## src/rtl/sram_ctrl_pkg.sv

```systemverilog
// Shared types and sizes for the SRAM bank controller.
// Widths match the sky130 32x256 macro; they are not meant to be changed independently.
package sram_ctrl_pkg;

  localparam int SRAM_ADDR_W  = 8;
  localparam int SRAM_DATA_W  = 32;
  localparam int SRAM_MASK_W  = 4;
  localparam int SRAM_DEPTH   = 256;
  localparam int RSP_DEPTH    = 2;

  typedef enum logic {
    INIT = 1'b0,
    RUN  = 1'b1
  } state_e;

  typedef struct packed {
    logic                   we;
    logic [SRAM_MASK_W-1:0] wmask;
    logic [SRAM_ADDR_W-1:0] addr;
    logic [SRAM_DATA_W-1:0] wdata;
  } sram_req_t;

endpackage

```

## src/rtl/sram_rsp_fifo.sv

```systemverilog
// Small synchronous FIFO that holds captured read data until the requester takes it.
// Storage resets to zero so the head reads as 0 straight out of reset.
module sram_rsp_fifo #(
  parameter int DATA_W = 32,
  parameter int DEPTH  = 2
) (
  input  logic                         clk,
  input  logic                         rst_n,
  input  logic                         push,
  input  logic                         pop,
  input  logic [DATA_W-1:0]            din,
  output logic [DATA_W-1:0]            dout,
  output logic                         full,
  output logic                         empty,
  output logic [$clog2(DEPTH+1)-1:0]   count
);

  localparam int PTR_W = (DEPTH > 1) ? $clog2(DEPTH) : 1;
  localparam int CNT_W = $clog2(DEPTH+1);

  logic [DATA_W-1:0] mem [DEPTH];
  logic [PTR_W-1:0]  wr_ptr;
  logic [PTR_W-1:0]  rd_ptr;
  logic              do_push;
  logic              do_pop;

  assign empty   = (count == '0);
  assign full    = (count == CNT_W'(DEPTH));
  assign dout    = mem[rd_ptr];
  assign do_pop  = pop && !empty;
  // A push into a full FIFO is only legal when the head leaves in the same cycle.
  assign do_push = push && (!full || do_pop);

  always_ff @(posedge clk) begin
    if (!rst_n) begin
      wr_ptr <= '0;
      rd_ptr <= '0;
      count  <= '0;
      for (int i = 0; i < DEPTH; i++) begin
        mem[i] <= '0;
      end
    end else begin
      if (do_push) begin
        mem[wr_ptr] <= din;
        wr_ptr      <= (wr_ptr == PTR_W'(DEPTH-1)) ? '0 : wr_ptr + 1'b1;
      end
      if (do_pop) begin
        rd_ptr <= (rd_ptr == PTR_W'(DEPTH-1)) ? '0 : rd_ptr + 1'b1;
      end
      case ({do_push, do_pop})
        2'b10:   count <= count + 1'b1;
        2'b01:   count <= count - 1'b1;
        default: count <= count;
      endcase
    end
  end

endmodule

```

## src/rtl/sram_bank_ctrl.sv

```systemverilog
// Request/response front end for one sky130 32x256 SRAM macro: zero-fills the array
// after reset, then turns valid/ready requests into port-0 accesses with buffered reads.
module sram_bank_ctrl
  import sram_ctrl_pkg::*;
#(
  parameter bit CLEAR_ON_RESET = 1'b1,
  parameter int ADDR_W         = SRAM_ADDR_W,
  parameter int DATA_W         = SRAM_DATA_W
) (
  input  logic              clk_i,
  input  logic              rst_ni,
  input  logic              req_valid_i,
  output logic              req_ready_o,
  input  logic              req_we_i,
  input  logic [3:0]        req_wmask_i,
  input  logic [ADDR_W-1:0] req_addr_i,
  input  logic [DATA_W-1:0] req_wdata_i,
  output logic              rsp_valid_o,
  input  logic              rsp_ready_i,
  output logic [DATA_W-1:0] rsp_rdata_o,
  output logic              init_done_o,
  output logic              sram_clk0_o,
  output logic              sram_csb0_o,
  output logic              sram_web0_o,
  output logic [3:0]        sram_wmask0_o,
  output logic [ADDR_W-1:0] sram_addr0_o,
  output logic [DATA_W-1:0] sram_din0_o,
  input  logic [DATA_W-1:0] sram_dout0_i,
  output logic              sram_clk1_o,
  output logic              sram_csb1_o,
  output logic [ADDR_W-1:0] sram_addr1_o
);

  // state | meaning
  // INIT  | zero-fill sweep, one full-word write per cycle, requests blocked
  // RUN   | serve requests; reads return through the response FIFO

  state_e            state;
  state_e            state_next;
  logic [ADDR_W-1:0] init_cnt;
  logic [ADDR_W-1:0] init_cnt_next;
  logic              inflight;
  logic              accept;
  logic              rd_accept;
  logic              pop;
  logic              fifo_full;
  logic              fifo_empty;
  logic [1:0]        fifo_count;
  logic [2:0]        credit_used;
  sram_req_t         req;

  assign req = '{we: req_we_i, wmask: req_wmask_i, addr: req_addr_i, wdata: req_wdata_i};

  assign sram_clk0_o  = clk_i;
  assign sram_clk1_o  = clk_i;
  assign sram_csb1_o  = 1'b1;
  assign sram_addr1_o = '0;

  assign init_done_o = (state == RUN);
  assign rsp_valid_o = !fifo_empty;
  assign pop         = rsp_valid_o && rsp_ready_i;

  // A slot freed by this cycle's pop is reusable immediately; without that credit a
  // steady read stream with a ready consumer would stall every other cycle.
  assign credit_used = 3'(fifo_count) + 3'(inflight) - 3'(pop);

  always_ff @(posedge clk_i) begin
    if (!rst_ni) begin
      if (CLEAR_ON_RESET) begin
        state <= INIT;
      end else begin
        state <= RUN;
      end
      init_cnt <= '0;
      inflight <= 1'b0;
    end else begin
      state    <= state_next;
      init_cnt <= init_cnt_next;
      inflight <= rd_accept;
    end
  end

  always_comb begin
    state_next    = state;
    init_cnt_next = init_cnt;
    req_ready_o   = 1'b0;
    accept        = 1'b0;
    rd_accept     = 1'b0;
    sram_csb0_o   = 1'b1;
    sram_web0_o   = 1'b0;
    sram_wmask0_o = '0;
    sram_addr0_o  = '0;
    sram_din0_o   = '0;

    case (state)
      INIT: begin
        sram_csb0_o   = 1'b0;
        sram_web0_o   = 1'b0;
        sram_wmask0_o = 4'hF;
        sram_addr0_o  = init_cnt;
        if (init_cnt == ADDR_W'(SRAM_DEPTH-1)) begin
          state_next = RUN;
        end else begin
          init_cnt_next = init_cnt + 1'b1;
        end
      end

      RUN: begin
        req_ready_o = (credit_used < 3'(RSP_DEPTH));
        accept      = req_valid_i && req_ready_o;
        rd_accept   = accept && !req.we;
        if (accept) begin
          sram_csb0_o  = 1'b0;
          sram_web0_o  = !req.we;
          sram_addr0_o = req.addr;
          if (req.we) begin
            sram_wmask0_o = req.wmask;
            sram_din0_o   = req.wdata;
          end
        end
      end

      default: state_next = INIT;
    endcase
  end

  sram_rsp_fifo #(
    .DATA_W (DATA_W),
    .DEPTH  (RSP_DEPTH)
  ) u_rsp_fifo (
    .clk   (clk_i),
    .rst_n (rst_ni),
    .push  (inflight),
    .pop   (pop),
    .din   (sram_dout0_i),
    .dout  (rsp_rdata_o),
    .full  (fifo_full),
    .empty (fifo_empty),
    .count (fifo_count)
  );

  // Capture arriving at a full buffer with nothing leaving would lose read data.
  assert property (@(posedge clk_i) disable iff (!rst_ni) !(inflight && fifo_full && !pop));

endmodule
```

## config.mk

```make
export PLATFORM = sky130hd
export DESIGN_NAME = sram_bank_ctrl
export DESIGN_NICKNAME = d
export VERILOG_FILES = /design/src/rtl/sram_ctrl_pkg.sv /design/src/rtl/sram_rsp_fifo.sv /design/src/rtl/sram_bank_ctrl.sv
export SDC_FILE = /design/constraint.sdc
export NUM_CORES = 1
export LEC_CHECK = 0
export ABC_AREA = 1
export BUFFER_PORTS_ARGS = -buffer_cell sky130_fd_sc_hd__buf_2
export CORE_MARGIN = 1.5
export CORE_UTILIZATION = 35
export CTS_BUF_LIST = sky130_fd_sc_hd__clkbuf_8 sky130_fd_sc_hd__clkbuf_16
export DETAILED_ROUTE_END_ITERATION = 8
export GPL_ROUTABILITY_DRIVEN = 0
export GPL_TIMING_DRIVEN = 0
export PLACE_DENSITY = 0.74
export REMOVE_ABC_BUFFERS = 1
export SYNTH_ARGS = -nofsm -noshare
export SYNTH_HDL_FRONTEND = slang
export SYNTH_SLANG_ARGS = --single-unit
```

## constraint.sdc

```tcl
create_clock -name clk_i -period 6.8 [get_ports clk_i]
set_clock_uncertainty 0.1 [all_clocks]
set_input_delay 1.02 -clock clk_i [delete_from_list [all_inputs] [get_ports clk_i]]
set_output_delay 1.02 -clock clk_i [all_outputs]
set_load 0.01 [all_outputs]
```

After elaboration in Yosys (flattened, before gate mapping):

Memories as Yosys holds them, arrays and structs flattened. A register that Yosys moved wholly into a read port is not among the register bits.
Cells that the tools add are included.

* $add $sub $neg: 7
* order comparisons: 1
* bitwise operators: 2
* reductions and logical operators: 14
* equal/unequal tests: 4
* muxes and demuxes: 27

Operator list (number)
* two-way mux 32 bit: 4
* OR reduction 32 bit: 1
* case mux 8 bit (2 select lines): 1
* two-way mux 1 bit: 15
* adder 8 x 1 -> 8 bit (second input constant): 1
* equality test 8 bit (second input constant): 1
* two-way mux 4 bit: 2
* two-way mux 8 bit: 1
* case mux 4 bit (2 select lines): 1
* logical AND 1 bit: 5
* equality test 2 bit (second input constant): 2
* case mux 1 bit (2 select lines): 2
* case mux 2 bit (2 select lines): 1
* AND reduction 2 bit: 2
* adder 2 x 1 -> 3 bit: 1
* logical NOT 1 bit: 3
* < comparator 3 x 2 -> 1 bit (second input constant): 1
* subtractor 3 x 1 -> 3 bit: 1
* adder 1 bit (second input constant): 2
* adder 2 x 1 -> 2 bit (second input constant): 1
* equality test 2 x 1 -> 1 bit (second input constant): 1
* logical NOT 2 bit: 1
* inverter 1 bit: 2
* nonzero test 2 bit: 1
* other kinds (2): 2

* input bits: 81
* logic and storage cells: 62
* output and inout bits: 92
* register bits: 14
* memories: 1
* RAM bits: 64

Memories
* u_rsp_fifo.mem: words 2, width 32, rd ports 1, clocked after memory_dff 1, wr ports 2, line sram_rsp_fifo.sv:21 `logic [DATA_W-1:0] mem [DEPTH];`

Logic depth before layout (Yosys ltp):

Gate-level depths: netlist of run 1.

* depth in word-level cells: 11
* mapped depth: 12
* depth with buffers taken out: 11

By module:

A second synthesis of run 1 with hierarchy kept.

* cells, all modules: 455
* area total of the unflattened synthesis: 4246.6 um^2

Modules (own cells, without submodules)
* sram_rsp_fifo: sequential area each 2021.9 um^2, instances 1, area an instance 3020.4 um^2, cells an instance 243
* sram_bank_ctrl: sequential area each 200.2 um^2, instances 1, area an instance 1226.2 um^2, cells an instance 212

==> results.md, run 1 <==
- Status: finished, final reports clean
- Most common cell after layout, fill and taps aside: buf_2
- CP cell instances: clkbuf_16 > clkbuf_16 > buf_2
- Initial antenna violation count: 0
- Fin Hold WS: about 350 ps
- Final slew viol count: 0
- Rel. slew slack: 40.6%
- Largest cells by area after synthesis: edfxtp_1 (47%), nor2_1 (10%), mux2_2 (8.3%)
- Crit end category: output port
- Post-synth top area cell: edfxtp_1
- Crit path kind: clock port to output port
- Detailed Route WL: 9570 um
- Worst EP arrival: 3780 ps
- Layout cells sized above 1: between 30% and 40%
- RSZ-0062 raised after global routing: no
- FF-to-FF setup slack: 4210 ps
- Ys Warns: 0
- Top Ports: 173
- Max incr delay on CP: 130 ps
- Syn Inst Count: 438
- R2R Path End: u_rsp_fifo.mem[0][25]
- Netlist Area Pre-Place: 0.00408 mm^2
- Starting DRT DRC Count: 163
- Max_cap viols: 0
- Worst Path Buf+Inv: 3
- Number of synthesized flops with an enable pin: 64
- Worst path slowest cell: clkbuf_16
- First-pass GRT wire length: ~15000 um
- Crit path max-delay family: buffers and inverters
- Clk slew on worst S/H paths: 60 ps
- DP HPWL: 6930 um
- Worst IR Drop VDD: 0.184 mV
- Largest net degree at the start of global routing: 35
- P_leak: between 2 and 3 nW
- Post-Layout Cell Count: 739
- CTS tree: yes
- DRT Pass-1 Iters: 5
- Number of distinct library cells after synthesis: 32
- Crit path required time: between 5000 and 6000 ps
- Core Region: 0.0114 mm^2
- Setup TNS Final: 0 ps
- Drt drc: 0
- Predominant post-synthesis flop cell: edfxtp_1
- Class of the worst hold path: flop to flop
- Area Overhead vs Synth: 30.8%
- Hold Crit Depth: 1
- Final hold vios: 0
- Most frequent cells in the layout: buf_2 (163), nor2_1 (113), nand2_1 (74)
- # Post-CTS Setup Buffers: 0
- Port bufs: 163
- Biggest fanout along the worst timing path: 2
- R2R depth: 6
- Total global-route track usage: approximately 16%
- Power Total: approximately 1.3 mW
- Worst Slack Setup Final: 1900 ps
- Final Net Count: 676
- Share of the synthesized area in the top cell type: approximately 47%
- Worst r2r src: u_rsp_fifo.count[1]
- Vias: 3419
- Placed cell count: roughly 700
- Synth Register Bits: 79
- Wire per inst: around 13 um
- Row count: 39
- Pwr Density: 239 mW/mm^2
- Syn_area_per_cell: approximately 9.3 um^2
- Finish-stage setup viols: 0
- Grt ovf: 0
- Number of global-route vias before repair: 3337
- # resized after CTS: 0
- CTS Hold Buffers Added: 0
- Die width: between 100 and 150 um
- # diodes: 0
- Actual slew at the worst max-slew pin: 889 ps
- Number of routed nets with antenna violations: 0
- Die H: 111 um
- Starting Density: 35.8%
- Pre-CTS WS: 2120 ps
- Fraction of registers with async set or reset after synthesis: 0%
- Hold path start: u_rsp_fifo.rd_ptr
- Post-DR vias/cell: between 4 and 5
- Crit-path most repeated cell: clkbuf_16
- Die Area: 0.0123 mm^2
- Clk_lat worst skew: 440 ps
- Worst setup SP type: clock port
- Sequential share of the synthesized area: 54.5%
- Fillers: 1064
## worst reg2reg max path, cell delays in order, from the launching register on
cell and delay [ps]:
dfxtp_1 430, nand3_1 130, nand2_1 110, nor2_1 60
nand2_2 500, nand2_1 640, buf_16 360
## layer usage
metal	global-route usage (%)	wire length, um	up-vias
met5	0	0	-
met3	3.99	695	11
li1	-	-	1691
met1	18.2	3910	1552
met2	28.1	4840	165
met4	6.50	126	0
## logic make-up after synthesis
family / synth area share [%]
AO/OA/AOI/OAI: 4.21
adder cells (fa/ha/maj): 1.41
buffers and inverters: 10.3
flip-flops: 54.5
multiplexers: 8.84
other: 0.184
AND/OR/NAND/NOR: 20.6
## metrics by stage
step / util (%) / cell area, um^2
final: 46.9 / 5330
after global routing: 46.9 / 5330
after floorplan: - / 3870
after global placement: 42.8 / 4860
after CTS: 46.8 / 5330
after detailed placement: 43.1 / 4900
## worst max path at each step
stage | depth (start not counted) | to | start
detailed placement | 13 | sram_din0_o[29] | rsp_ready_i
floorplan | 0 | sram_clk0_o | clk_i
global route | 3 | sram_clk1_o | clk_i
CTS | 3 | sram_clk1_o | clk_i
global placement | 3 | u_rsp_fifo.mem[1][4] | rst_ni
finish | 3 | sram_clk1_o | clk_i
## where the power goes
group	internal (mW)	total (mW)	switching, mW
combinational	0.0355	0.0801	0.0446
sequential	0.535	0.540	0.00466
clock	0.431	0.653	0.222
total	1.00	1.27	0.271
## flip-flops by register name, indices dropped and copies added (netlist names), named ones only
name	count
init_done_o	1
inflight	1
u_rsp_fifo.wr_ptr	1
init_cnt	8
u_rsp_fifo.count	2
u_rsp_fifo.mem	64
u_rsp_fifo.rd_ptr	1
## cell usage after synthesis (3+ instances only)
| master | number |
|---|---|
| a21oi_1 | 13 |
| buf_2 | 7 |
| buf_4 | 12 |
| buf_6 | 7 |
| clkbuf_1 | 6 |
| dfxtp_1 | 15 |
| edfxtp_1 | 64 |
| ha_1 | 3 |
| inv_1 | 45 |
| mux2_2 | 30 |
| nand2_1 | 75 |
| nand3_1 | 9 |
| nor2_1 | 113 |
| o21ai_0 | 11 |
| o22ai_1 | 4 |
## layout make-up
cell class | count | area (um^2) | share of cell area (%)
Inverter | 48 | 183 | 3.43
Clock inverter | 7 | 96.3 | 1.81
Clock buffer | 15 | 335 | 6.29
Multi-Input combinational cell | 284 | 1460 | 27.5
Tap cell | 143 | 179 | 3.36
Timing Repair Buffer | 163 | 848 | 15.9
Sequential cell | 79 | 2220 | 41.7
No activity file was read; power rests on OpenSTA's default activity.
==> inputs of run 2 (changes only) <==
PLACE_DENSITY = 0.76   (was 0.74)
clock period = 4.51 ns   (was 6.8 ns; I/O delays follow)
==> results.md, run 2 (synthesis gave the netlist of run 1 again) <==
- Max_cap viols: 0
- FF-to-FF setup slack: 1990 ps
- Clk slew on worst S/H paths: approximately 60 ps
- Actual slew at the worst max-slew pin: 932 ps
- DP HPWL: 7120 um
- Class of the worst hold path: flop to flop
- Area Overhead vs Synth: 30.2%
- Placed cell count: 719
- Setup crit start: u_rsp_fifo.count[1]
- Post-Layout Cell Count: 738
- DRT Pass-1 Iters: 4
- First-pass GRT wire length: about 16000 um
- Crit path kind: flop to output port
- Final Util: 46.7%
- Largest net degree at the start of global routing: 35
- # diodes: 0
- Min cycle time layout: 4110 ps
- Die H: 111 um
- Max Fclk: 0.243 GHz
- R2R Path End: inflight
- Worst r2r src: u_rsp_fifo.count[1]
- Crit end category: output port
- Port bufs: 163
- Starting DRT DRC Count: 153
- Most common cell after layout, fill and taps aside: buf_2
- CTS tree: yes
- Crit path required time: 3730 ps
- Number of global-route vias before repair: between 3000 and 4000
- Rel. slew slack: 37.7%
- Core Region: 0.0114 mm^2
- Max reg flops: 64
- Largest registers: u_rsp_fifo.mem x64, init_cnt x8, u_rsp_fifo.count x2
- Wire per inst: 13.3 um
- Worst EP arrival: 3340 ps
- Final hold vios: 0
- Worst setup SP type: flop
- Pwr Density: 358 mW/mm^2
- # Post-CTS Setup Buffers: 0
- Routing usage on met3: 4.81%
- Hold Crit Depth: 1
- Setup TNS Final: 0 ps
- CTS Hold Buffers Added: 0
- Fin crit share: 91.2%
- R2R depth: 9
- Number of routed nets with antenna violations: 0
- Finish-stage setup viols: 0
- Clk_lat worst skew: 440 ps
- Crit path to: sram_din0_o[31]
- Status: finished, final reports clean
- Die Area: 0.0123 mm^2
- Biggest fanout along the worst timing path: 33
- Layer with the highest usage: met2
- Vias: 3425
- Worst IR Drop VDD: 0.284 mV
- GR Util met1: 16.5%
- # resized after CTS: 0
- RSZ-0062 raised after global routing: no
- Final slew viol count: 0
- Final Net Count: 676
- Detailed Route WL: 9780 um
- Row count: 39
- Top Ports: 173
- Grt ovf: 0
- Top reg by flops: u_rsp_fifo.mem
- Total global-route track usage: 16.3%
- GR met2 Demand/Resource: 31.3%
- Starting Density: roughly 36%
- P_leak: 2.62 nW
- Post-DR vias/cell: between 4 and 5
- Most frequent cells in the layout: buf_2 (163), nor2_1 (113), nand2_1 (73)
- Layout cells sized above 1: 38.0%
- Drt drc: 0
- Die width: 111 um
- Initial antenna violation count: 0
## run 2: cell count changes in the layout (fill, tap and decap cells not counted)
cell / before / now
buf_16: 1 / 0
buf_8: 1 / 2
clkinv_1: 0 / 1
clkinvlp_4: 2 / 0
nand2_1: 74 / 73
nand2_2: 3 / 4
## run 2: layer usage
| metal | up-vias | routed length, um |
|---|---|---|
| met3 | 13 | 648 |
| met1 | 1573 | 3640 |
| met5 | - | 0 |
| met2 | 149 | 5360 |
| met4 | 0 | 127 |
| li1 | 1690 | - |
## run 2: area by class of cell
cell class | instances | area [um^2]
fillers | 1085 | 6060
flip-flops and latches | 79 | 2220
multi-input cells | 284 | 1470
repair buffers | 163 | 836
clock buffers | 15 | 335
inverters | 48 | 183
well taps | 143 | 179
clock inverters | 6 | 85.1
## run 2: worst min-delay path by stage
| stage | start | to | slack, ps |
|---|---|---|---|
| global route | u_rsp_fifo.rd_ptr | flop | 370 |
| global placement | u_rsp_fifo.rd_ptr | u_rsp_fifo.rd_ptr | 340 |
| detailed placement | u_rsp_fifo.rd_ptr | u_rsp_fifo.rd_ptr | 360 |
| finish | u_rsp_fifo.rd_ptr | flop | 360 |
| CTS | u_rsp_fifo.rd_ptr | u_rsp_fifo.rd_ptr | 360 |
| floorplan | u_rsp_fifo.rd_ptr | flop | 330 |
## run 2: power breakdown
group / switching (mW) / internal (mW)
clock network: 0.319 / 0.644
registers: 0.00765 / 0.808
logic: 0.0686 / 0.0512
## run 2: metrics by stage
stage          area [um^2]  power (mW)  hold WS [ps]  setup slack (ps)
5_1_grt               5310        1.97           375               122
2_1_floorplan         3870       0.885           325              1130
3_3_place_gp          4860       0.974           337              67.1
4_1_cts               5310        1.92           362               371
3_5_place_dp          4900       0.978           356               585
6_report              5310        1.90           363               398
## run 2: worst max-delay path: stages (launching register included)
cell and delay (ps):
dfxtp_1 430, inv_2 100, a21oi_1 350, ha_1 310
inv_1 50, nand2_1 50, fa_1 470, a21boi_4 200
nand3_4 190, inv_4 300, nand2_1 140, nor2_1 110
buf_2 160
